File: src/rtl/br_flow_mux_wrr_stable_if.sv
// Push/pop handshake bundle for br_flow_mux_wrr_stable.
// master = the mux itself, slave = the surrounding flows and downstream sink.
interface br_flow_mux_wrr_stable_if #(
  parameter int unsigned NumFlows    = 4,
  parameter int unsigned Width       = 8,
  parameter int unsigned WeightWidth = 4,
  parameter int unsigned CountWidth  = 16
);
  localparam int unsigned IdW = $clog2(NumFlows);

  logic [NumFlows-1:0]                  push_valid;
  logic [NumFlows-1:0]                  push_ready;
  logic [NumFlows-1:0][Width-1:0]       push_data;
  logic [NumFlows-1:0]                  push_last;
  logic [NumFlows-1:0][WeightWidth-1:0] weight;
  logic                                 pop_valid;
  logic                                 pop_ready;
  logic [Width-1:0]                     pop_data;
  logic                                 pop_last;
  logic [IdW-1:0]                       pop_flow_id;
  logic [NumFlows-1:0][CountWidth-1:0]  grant_count;

  modport master (
    input  push_valid, push_data, push_last, weight, pop_ready,
    output push_ready, pop_valid, pop_data, pop_last, pop_flow_id, grant_count
  );

  modport slave (
    output push_valid, push_data, push_last, weight, pop_ready,
    input  push_ready, pop_valid, pop_data, pop_last, pop_flow_id, grant_count
  );
endinterface

File: src/rtl/br_flow_mux_wrr_stable.sv
// N-to-1 weighted round-robin flow mux with packet locking and a registered pop stage.
// Define BR_FLOW_MUX_WRR_GRANT_COUNT_EN to build saturating per-flow grant counters.
module br_flow_mux_wrr_stable #(
  parameter int unsigned NumFlows       = 4,
  parameter int unsigned Width          = 8,
  parameter int unsigned WeightWidth    = 4,
  parameter int unsigned EnableLastLock = 1,
  parameter int unsigned CountWidth     = 16
) (
  input logic                     clk,
  input logic                     rst_n,
  br_flow_mux_wrr_stable_if.master bus
);
  localparam int unsigned IdW = $clog2(NumFlows);

  typedef enum logic {
    S_ARB,
    S_LOCKED
  } state_t;

  state_t                 r_state;
  logic [IdW-1:0]         r_lock_id;
  logic [IdW-1:0]         r_ptr;
  logic [WeightWidth-1:0] r_credit;

  logic [NumFlows-1:0]    w_gnt;
  logic [IdW-1:0]         w_gnt_id;
  logic [IdW-1:0]         w_idx;
  logic [IdW-1:0]         w_next_ptr;
  logic [WeightWidth-1:0] w_eff;
  logic                   w_found;
  logic                   w_can_accept;
  logic                   w_accept;
  logic                   w_unit;

  always_comb begin
    w_gnt    = '0;
    w_gnt_id = '0;
    w_idx    = '0;
    w_found  = 1'b0;
    if (r_state == S_LOCKED) begin
      w_gnt_id = r_lock_id;
      w_found  = bus.push_valid[r_lock_id];
    end else begin
      for (int unsigned k = 0; k < NumFlows; k++) begin
        w_idx = IdW'((32'(r_ptr) + k) % NumFlows);
        if (!w_found && bus.push_valid[w_idx]) begin
          w_found  = 1'b1;
          w_gnt_id = w_idx;
        end
      end
    end
    if (w_found) w_gnt[w_gnt_id] = 1'b1;
  end

  assign w_can_accept   = !bus.pop_valid || bus.pop_ready;
  assign bus.push_ready = w_can_accept ? w_gnt : '0;
  assign w_accept       = w_can_accept && w_found;
  assign w_unit         = w_accept && ((EnableLastLock == 0) || bus.push_last[w_gnt_id]);

  // A unit from a flow other than ptr restarts the quota from that flow's weight.
  always_comb begin
    w_eff = (w_gnt_id != r_ptr || r_credit == '0) ? bus.weight[w_gnt_id] : r_credit;
    if (w_eff == '0) w_eff = WeightWidth'(1);
    w_next_ptr = (w_gnt_id == IdW'(NumFlows - 1)) ? '0 : w_gnt_id + IdW'(1);
  end

  always_ff @(posedge clk or negedge rst_n) begin
    if (!rst_n) begin
      r_state         <= S_ARB;
      r_lock_id       <= '0;
      r_ptr           <= '0;
      r_credit        <= '0;
      bus.pop_valid   <= 1'b0;
      bus.pop_data    <= '0;
      bus.pop_last    <= 1'b0;
      bus.pop_flow_id <= '0;
    end else begin
      if (w_unit) begin
        if (w_eff == WeightWidth'(1)) begin
          r_ptr    <= w_next_ptr;
          r_credit <= '0;
        end else begin
          r_ptr    <= w_gnt_id;
          r_credit <= w_eff - WeightWidth'(1);
        end
      end
      if (w_accept && EnableLastLock != 0) begin
        if (bus.push_last[w_gnt_id]) begin
          r_state <= S_ARB;
        end else begin
          r_state   <= S_LOCKED;
          r_lock_id <= w_gnt_id;
        end
      end
      if (w_can_accept) begin
        bus.pop_valid <= w_accept;
        if (w_accept) begin
          bus.pop_data    <= bus.push_data[w_gnt_id];
          bus.pop_last    <= bus.push_last[w_gnt_id];
          bus.pop_flow_id <= w_gnt_id;
        end
      end
    end
  end

`ifdef BR_FLOW_MUX_WRR_GRANT_COUNT_EN
  logic [NumFlows-1:0][CountWidth-1:0] r_cnt;

  always_ff @(posedge clk or negedge rst_n) begin
    if (!rst_n) begin
      r_cnt <= '0;
    end else begin
      for (int unsigned i = 0; i < NumFlows; i++) begin
        if (bus.push_valid[i] && bus.push_ready[i] && r_cnt[i] != '1)
          r_cnt[i] <= r_cnt[i] + CountWidth'(1);
      end
    end
  end

  assign bus.grant_count = r_cnt;
`else
  assign bus.grant_count = '0;
`endif
endmodule

File: src/flat_wrapper.sv
// flat-port wrapper written by rule: the top's interface ports become plain ports
module br_flow_mux_wrr_stable_flat 
#(
  parameter int unsigned NumFlows       = 4,
  parameter int unsigned Width          = 8,
  parameter int unsigned WeightWidth    = 4,
  parameter int unsigned EnableLastLock = 1,
  parameter int unsigned CountWidth     = 16
)
  (clk, rst_n, bus_push_valid, bus_push_data, bus_push_last, bus_weight, bus_pop_ready, bus_push_ready, bus_pop_valid, bus_pop_data, bus_pop_last, bus_pop_flow_id, bus_grant_count);
  br_flow_mux_wrr_stable_if #(.NumFlows(NumFlows), .Width(Width), .WeightWidth(WeightWidth), .CountWidth(CountWidth)) bus_i ();
  input logic clk;
  input logic rst_n;
  input wire logic [$bits(bus_i.push_valid)-1:0] bus_push_valid;
  input wire logic [$bits(bus_i.push_data)-1:0] bus_push_data;
  input wire logic [$bits(bus_i.push_last)-1:0] bus_push_last;
  input wire logic [$bits(bus_i.weight)-1:0] bus_weight;
  input wire logic [$bits(bus_i.pop_ready)-1:0] bus_pop_ready;
  output wire logic [$bits(bus_i.push_ready)-1:0] bus_push_ready;
  output wire logic [$bits(bus_i.pop_valid)-1:0] bus_pop_valid;
  output wire logic [$bits(bus_i.pop_data)-1:0] bus_pop_data;
  output wire logic [$bits(bus_i.pop_last)-1:0] bus_pop_last;
  output wire logic [$bits(bus_i.pop_flow_id)-1:0] bus_pop_flow_id;
  output wire logic [$bits(bus_i.grant_count)-1:0] bus_grant_count;
  assign bus_i.push_valid = bus_push_valid;
  assign bus_i.push_data = bus_push_data;
  assign bus_i.push_last = bus_push_last;
  assign bus_i.weight = bus_weight;
  assign bus_i.pop_ready = bus_pop_ready;
  assign bus_push_ready = bus_i.push_ready;
  assign bus_pop_valid = bus_i.pop_valid;
  assign bus_pop_data = bus_i.pop_data;
  assign bus_pop_last = bus_i.pop_last;
  assign bus_pop_flow_id = bus_i.pop_flow_id;
  assign bus_grant_count = bus_i.grant_count;
  br_flow_mux_wrr_stable #(.NumFlows(NumFlows), .Width(Width), .WeightWidth(WeightWidth), .EnableLastLock(EnableLastLock), .CountWidth(CountWidth)) u_core (.clk(clk), .rst_n(rst_n), .bus(bus_i));
endmodule
File: config.mk
export PLATFORM = sky130hd
export DESIGN_NAME = br_flow_mux_wrr_stable_flat
export DESIGN_NICKNAME = d
export VERILOG_FILES = /design/src/rtl/br_flow_mux_wrr_stable_if.sv /design/src/rtl/br_flow_mux_wrr_stable.sv /design/src/flat_wrapper.sv
export SDC_FILE = /design/constraint.sdc
export NUM_CORES = 1
export LEC_CHECK = 0
export CORE_MARGIN = 2
export CORE_UTILIZATION = 30
export CTS_BUF_LIST = sky130_fd_sc_hd__clkbuf_4
export DETAILED_ROUTE_END_ITERATION = 7
export PLACE_DENSITY = 0.67
export SKIP_LAST_GASP = 1
export SYNTH_ARGS = -nofsm -noshare
export SYNTH_HDL_FRONTEND = slang
export SYNTH_SLANG_ARGS = --single-unit
export TNS_END_PERCENT = 5
File: constraint.sdc
create_clock -name clk -period 3.3 [get_ports clk]
set_input_delay 0.495 -clock clk [delete_from_list [all_inputs] [get_ports clk]]
set_output_delay 0.495 -clock clk [all_outputs]
set_load 0.05 [all_outputs]
# --- After elaboration in Yosys (flattened, before gate mapping) ---
# Index checks and enable logic that the tools add are counted.
word_totals:
  reg_bits: 21
  latch_bits: 0
  mem_bits_rw: 0
  mem_bits_ro: 0
  input_bits: 59
  output_inout_bits: 80
  mem_count: 0
op_classes:
  n_addsub: 5
  multipliers: 0
  div: 0
  n_lt_le_gt_ge: 7
  eq_ne: 3
  n_shift: 0
  mux: 39
  n_bitwise: 1
  reduce_logical: 16
ops:
  columns: ["operator", "count"]
  rows:
  - ["$mux W4", 6]
  - ["$lt A2 B3 Y1 const B", 6]
  - ["$bmux W8 S2", 1]
  - ["$mux W1", 16]
  - ["$mux W2", 7]
  - ["$bmux W1 S2", 6]
  - ["$bmux W4 S2", 1]
  - ["$logic_not A4 Y1", 2]
  - ["$mux W8", 1]
  - ["$logic_and A1 B1 Y1", 6]
  - ["$add A2 B1 Y2 const B", 2]
  - ["$add A2 B2 Y2 const B", 2]
  - ["$eq A4 B1 Y1 const B", 1]
  - ["$logic_not A1 Y1", 4]
  - ["$reduce_and A2 Y1", 2]
  - ["$sub A4 B1 Y4 const B", 1]
  - ["$demux W1 S2", 1]
  - ["$eq A2 B2 Y1 const B", 1]
  - ["$ge A2 B1 Y1 const B", 1]
  - ["$logic_or A1 B1 Y1", 2]
  - ["$ne A2 B2 Y1", 1]
  - ["$not A1 Y1", 1]

# --- Logic depth before layout (Yosys ltp) ---
logic_depth:
  depth_word: 23
  mapped_depth: 14
  mapped_depth_nobuf: 13

# --- Worst setup path after synthesis ---
# No wires, ideal clock.
synth_timing:
  path_type: "input -> register"
  start: "input bus_push_valid[0]"
  end: "register u_core.r_ptr[0]"
  setup_time_ns: 0.069
  arrival_ns: 2.869
  t_required_ns: 3.231
  setup_slack_ns: 0.362
  path_stages: 13
  path_buffers: 2
  cell_sequence: "clkbuf_1 -> a21o_1 -> a21oi_2 -> buf_2 -> mux2i_1 -> mux2i_1 -> nor3_1 -> o32ai_1 -> inv_1 -> ha_1 -> o211ai_1 -> or4_1 -> nand3_1"
synth_between:
  elab_chain_len: 23
  elab_cells_between_ends: 45
synth_rtl:
  columns: ["element", "line_no", "text"]
  rows:
  - ["start, declared", "flat_wrapper.sv:14", "input wire logic [$bits(bus_i.push_valid)-1:0] bus_push_valid;"]
  - ["$bmux W1 S2", "br_flow_mux_wrr_stable.sv:47", "if (!w_found && bus.push_valid[w_idx]) begin"]
  - ["$mux W1 (not written as such)", "br_flow_mux_wrr_stable.sv:47", null]
  - ["$mux W1", "br_flow_mux_wrr_stable.sv:47", null]
  - ["$mux W1", "br_flow_mux_wrr_stable.sv:41", "if (r_state == S_LOCKED) begin"]
  - ["$logic_not A1 Y1", "br_flow_mux_wrr_stable.sv:47", null]
  - ["$logic_and A1 B1 Y1", "br_flow_mux_wrr_stable.sv:47", null]
  - ["$mux W1", "br_flow_mux_wrr_stable.sv:47", null]
  - ["$mux W1", "br_flow_mux_wrr_stable.sv:41", null]
  - ["[... 7 more ...]", null, null]
  - ["$mux W2", "br_flow_mux_wrr_stable.sv:41", null]
  - ["$bmux W4 S2 / $ne A2 B2 Y1 (equally long branches)", "br_flow_mux_wrr_stable.sv:63", "w_eff = (w_gnt_id != r_ptr || r_credit == '0) ? bus.weight[w_gnt_id] : r_credit;"]
  - ["$mux W4 (not written as such) / $logic_or A1 B1 Y1 (equally long branches)", "br_flow_mux_wrr_stable.sv:63", null]
  - ["$mux W4", "br_flow_mux_wrr_stable.sv:63", null]
  - ["$logic_not A4 Y1", "br_flow_mux_wrr_stable.sv:64", "if (w_eff == '0) w_eff = WeightWidth'(1);"]
  - ["$mux W4", "br_flow_mux_wrr_stable.sv:64", null]
  - ["$eq A4 B1 Y1", "br_flow_mux_wrr_stable.sv:80", "if (w_eff == WeightWidth'(1)) begin"]
  - ["$mux W2", "br_flow_mux_wrr_stable.sv:80", null]
  - ["end signal, assigned", "br_flow_mux_wrr_stable.sv:81", "r_ptr <= w_next_ptr;"]
  - ["end signal, assigned", "br_flow_mux_wrr_stable.sv:84", "r_ptr <= w_gnt_id;"]
  - ["end, declared", "br_flow_mux_wrr_stable.sv:23", "logic [IdW-1:0] r_ptr;"]
# Several ways; a longest one is shown, not always the timed one. The select of a mux whose other input is x is not followed.
# A chain may end at the register's enable or synchronous reset.

# --- Worst setup path after layout ---
# Ends and elaborated chain as after synthesis.

==> results.py <==
metrics = {
    "power": {
        "p_leak_nw": 1.48,
        "ir_drop_uv": 431,
        "cellPowerDensity_nw_per_um2": 1010,
    },
    "sta": {
        "drv_slew": 0,
        "fmax_ghz": 0.325,
        "relSlewSlack": 0.353,
        "tightest_slew_ns": 0.968,
        "finalHoldViolCount": 0,
        "finalSetupViolCount": 0,
        "min_period_ns": 3.08,
        "worst_slack_ns": 0.224,
        "fin_skew_ns": 0.00552,
        "rsz0062_at_grt": "false",
        "period_share": 0.932,
    },
    "run_status": {
        "status": "finished, final reports clean",
    },
    "critical_path": {
        "critical_path_class": "in -> reg",
        "cp_cell_sequence": "clkdlybuf4s50_1 -> buf_4 -> and4bb_2 -> o21ai_0 -> a21boi_0 -> nor4_4 -> nand2_2 -> o21ai_0 -> o32ai_1 -> inv_1 -> ha_1 -> o211ai_1 -> or4_1 -> nand3_1",
        "reg2regPathDepth": 12,
        "path_common_cell": "o21ai_0",
        "rr_startpoint": "u_core.r_ptr[0]",
        "reg2reg_setup_slack_ns": 0.30,
        "arrival_ns": 3.33,
        "regToRegEndpoint": "u_core.r_ptr[0]",
        "crit_start": "bus_push_valid[0]",
        "endpoint_kind": "flop",
        "crit_required_ns": 3.55,
        "crit_fanout": 6,
        "crit_slowest_cell": "clkdlybuf4s50_1",
        "slowest_delay_ns": 0.49,
        "critPathLaunchType": "input pin",
    },
    "grt": {
        "grt_max_degree": 23,
        "grt-ovfl-total": 0,
        "grtUsageTotal": 0.129,
        "grt_pass1_wl_mm": 8.87,
        "grt_pass1_vias": 1859,
        "antenna_found_initial": 0,
    },
    "cells_and_area": {
        "postLayoutCoreUtil": 0.414,
        "seqCellArea_um2": 526,
        "fin_nets": 450,
        "final_cell_area_um2": 3020,
        "fillers": 776,
        "layout-drive-gt1-share": 0.117,
        "multi_input_area_um2": 1390,
        "n_antenna_cell": 0,
        "area_growth_syn_to_layout_pct": 33.6,
    },
    "synth": {
        "ys.flop_type": "dfrtp_1",
        "synth_top_area_share": 0.232,
        "synth_edf_count": 0,
        "syn_inst": 298,
        "ys_top_cells_by_area": "dfrtp_1 (23%), buf_4 (22%), nand2_1 (11%)",
        "synth_warnings": 0,
        "synth_most_common_cell": "nand2_1",
        "synth.top_cells.by_count": "nand2_1 (66), buf_4 (65), o21ai_0 (26)",
        "synthArstFlopShare": 1.00,
        "ys_seq_area_frac": 0.232,
        "syn_area_per_cell_um2": 7.59,
        "yosysTopAreaCell": "dfrtp_1",
        "synth-seq-cells": 21,
        "synth_cell_type_count": 47,
        "synth_area_um2": 2260,
    },
    "route": {
        "post_drt_wl_per_cell_um": 11.6,
        "first_pass_iters": 4,
        "antenna_left": 0,
        "vias_per_cell": 4.30,
        "dr.first_iter.drc_count": 69,
        "wirelength_mm": 5.58,
        "route.detailed.drc": 0,
        "vias": 2078,
    },
    "cts": {
        "cts.sinks": 21,
        "clkTransAtPathRegs_ns": 0.13,
        "clockBufferDepth": 2,
        "numCtsBuffers": 3,
        "h-tree-depth": 1,
        "clock_latency_ns": 0.30,
        "post_cts_buffers": 0,
        "cts_tree": "yes",
        "clockRootBuffer": "clkbuf_4",
    },
    "floorplanning": {
        "ioPinCount": 139,
        "rows": 31,
        "start_util": 0.310,
        "coreArea_um2": 7290,
        "die_area_um2": 8250,
        "die_x_um": 90.8,
        "die_h_um": 90.8,
    },
    "placement": {
        "place.gp.congestion": 0.820,
        "io_buffers": 74,
        "post-place-ws_ns": -0.183,
        "post-dp-hpwl_mm": 4.48,
        "place_area_um2": 2990,
    },
    "worst_hold_path": {
        "min_to": "u_core.bus.pop_data[1]",
        "hold_depth": 2,
        "hp-class": "reg -> reg",
        "hold_start": "u_core.bus.pop_data[1]",
    },
    "job": {
        "drv_cap": 0,
    },
}
## area by class of cell
type / instances / share of cell area
clock buffers: 3 / 0.00745
clock inverters: 1 / 0.00166
inverters: 11 / 0.0137
multi-input cells: 252 / 0.459
flip-flops and latches: 21 / 0.174
well taps: 99 / 0.0410
repair buffers: 96 / 0.303
## cells by family (layout without fill, tap and decap cells)
logic type | Yosys count | after routing | share of synthesized area
AND/OR/NAND/NOR | 114 | 114 | 0.243
buffers and inverters | 88 | 111 | 0.259
AO/OA/AOI/OAI | 52 | 52 | 0.145
flip-flops | 21 | 21 | 0.232
multiplexers | 16 | 16 | 0.0863
adder cells (fa/ha/maj) | 6 | 6 | 0.0332
other | 1 | 64 | 0.00166
## layer usage
| layer | GRT usage | vias to the layer above | wire (um) |
|---|---|---|---|
| li1 | - | 1046 | - |
| met2 | 0.219 | 82 | 2630 |
| met1 | 0.164 | 946 | 2460 |
| met3 | 0.0334 | 4 | 427 |
| met4 | 0.0316 | 0 | 60 |
| met5 | 0 | - | 0 |
## critical path: cells and delay by family
kind,cells,cell delay (ns)
AND/OR/NAND/NOR,5,1.10
AO/OA/AOI/OAI,5,0.84
buffers and inverters,3,0.76
adder cells (fa/ha/maj),1,0.13
## per-stage QoR
step	setup TNS, ns	cells	hold slack [ns]	power [mW]
after floorplan	0	361	0.199	2.21
after global routing	0	483	0.533	3.34
after detailed placement	-0.473	479	0.470	2.95
after CTS	0	483	0.500	3.08
final	0	483	0.492	3.06
after global placement	-0.166	479	0.463	2.91
## repair_timing
| action | CTS | global route |
|---|---|---|
| hold buffers | 0 | 0 |
| endpoints found under the hold margin | 0 | 0 |
| setup endpoints to repair | 0 | 2 |
| gates resized for setup | 0 | 3 |
## worst max-delay path by stage
| stage | end | slack, ns | cells past startpoint |
|---|---|---|---|
| final | u_core.r_ptr[0] | 0.22 | 14 |
| after global routing | u_core.r_ptr[1] | 0.04 | 14 |
| after CTS | u_core.r_ptr[0] | 0.13 | 13 |
| after detailed placement | u_core.r_ptr[0] | -0.18 | 13 |
| after global placement | u_core.r_ptr[1] | -0.08 | 13 |
| after floorplan | u_core.r_ptr[0] | 0.36 | 13 |
## placed cells by master, fill, tap and decap left out, types with 2 or more instances in the layout
| cell type | instances |
|---|---|
| a21boi_0 | 2 |
| a21o_1 | 3 |
| a21oi_1 | 5 |
| and2_1 | 5 |
| and3_1 | 3 |
| buf_4 | 25 |
| clkbuf_4 | 3 |
| clkdlybuf4s50_1 | 67 |
| conb_1 | 64 |
| dfrtp_1 | 21 |
| dlymetal6s2s_1 | 3 |
| ha_1 | 6 |
| inv_1 | 10 |
| mux2_2 | 4 |
| mux2i_1 | 9 |
| mux4_2 | 2 |
| nand2_1 | 66 |
| nand2b_1 | 5 |
| nand3_1 | 12 |
| nor2_1 | 5 |
| nor3_1 | 6 |
| o211ai_1 | 3 |
| o21ai_0 | 26 |
| o22ai_1 | 2 |
| o31ai_1 | 2 |
| or4_1 | 3 |
## power breakdown
part | internal, mW | switching [mW]
Combinational | 0.972 | 1.45
Clock | 0.0451 | 0.0810
Sequential | 0.389 | 0.122
## state kept, by name (all words and copies together), names as in the netlist
register	count
u_core.bus.pop_data	8
u_core.r_credit	4
u_core.bus.pop_flow_id	2
u_core.r_lock_id	2
u_core.r_ptr	2
u_core.bus.pop_last	1
u_core.bus.pop_valid	1
u_core.r_state	1
(Power assumes the default switching activity.)
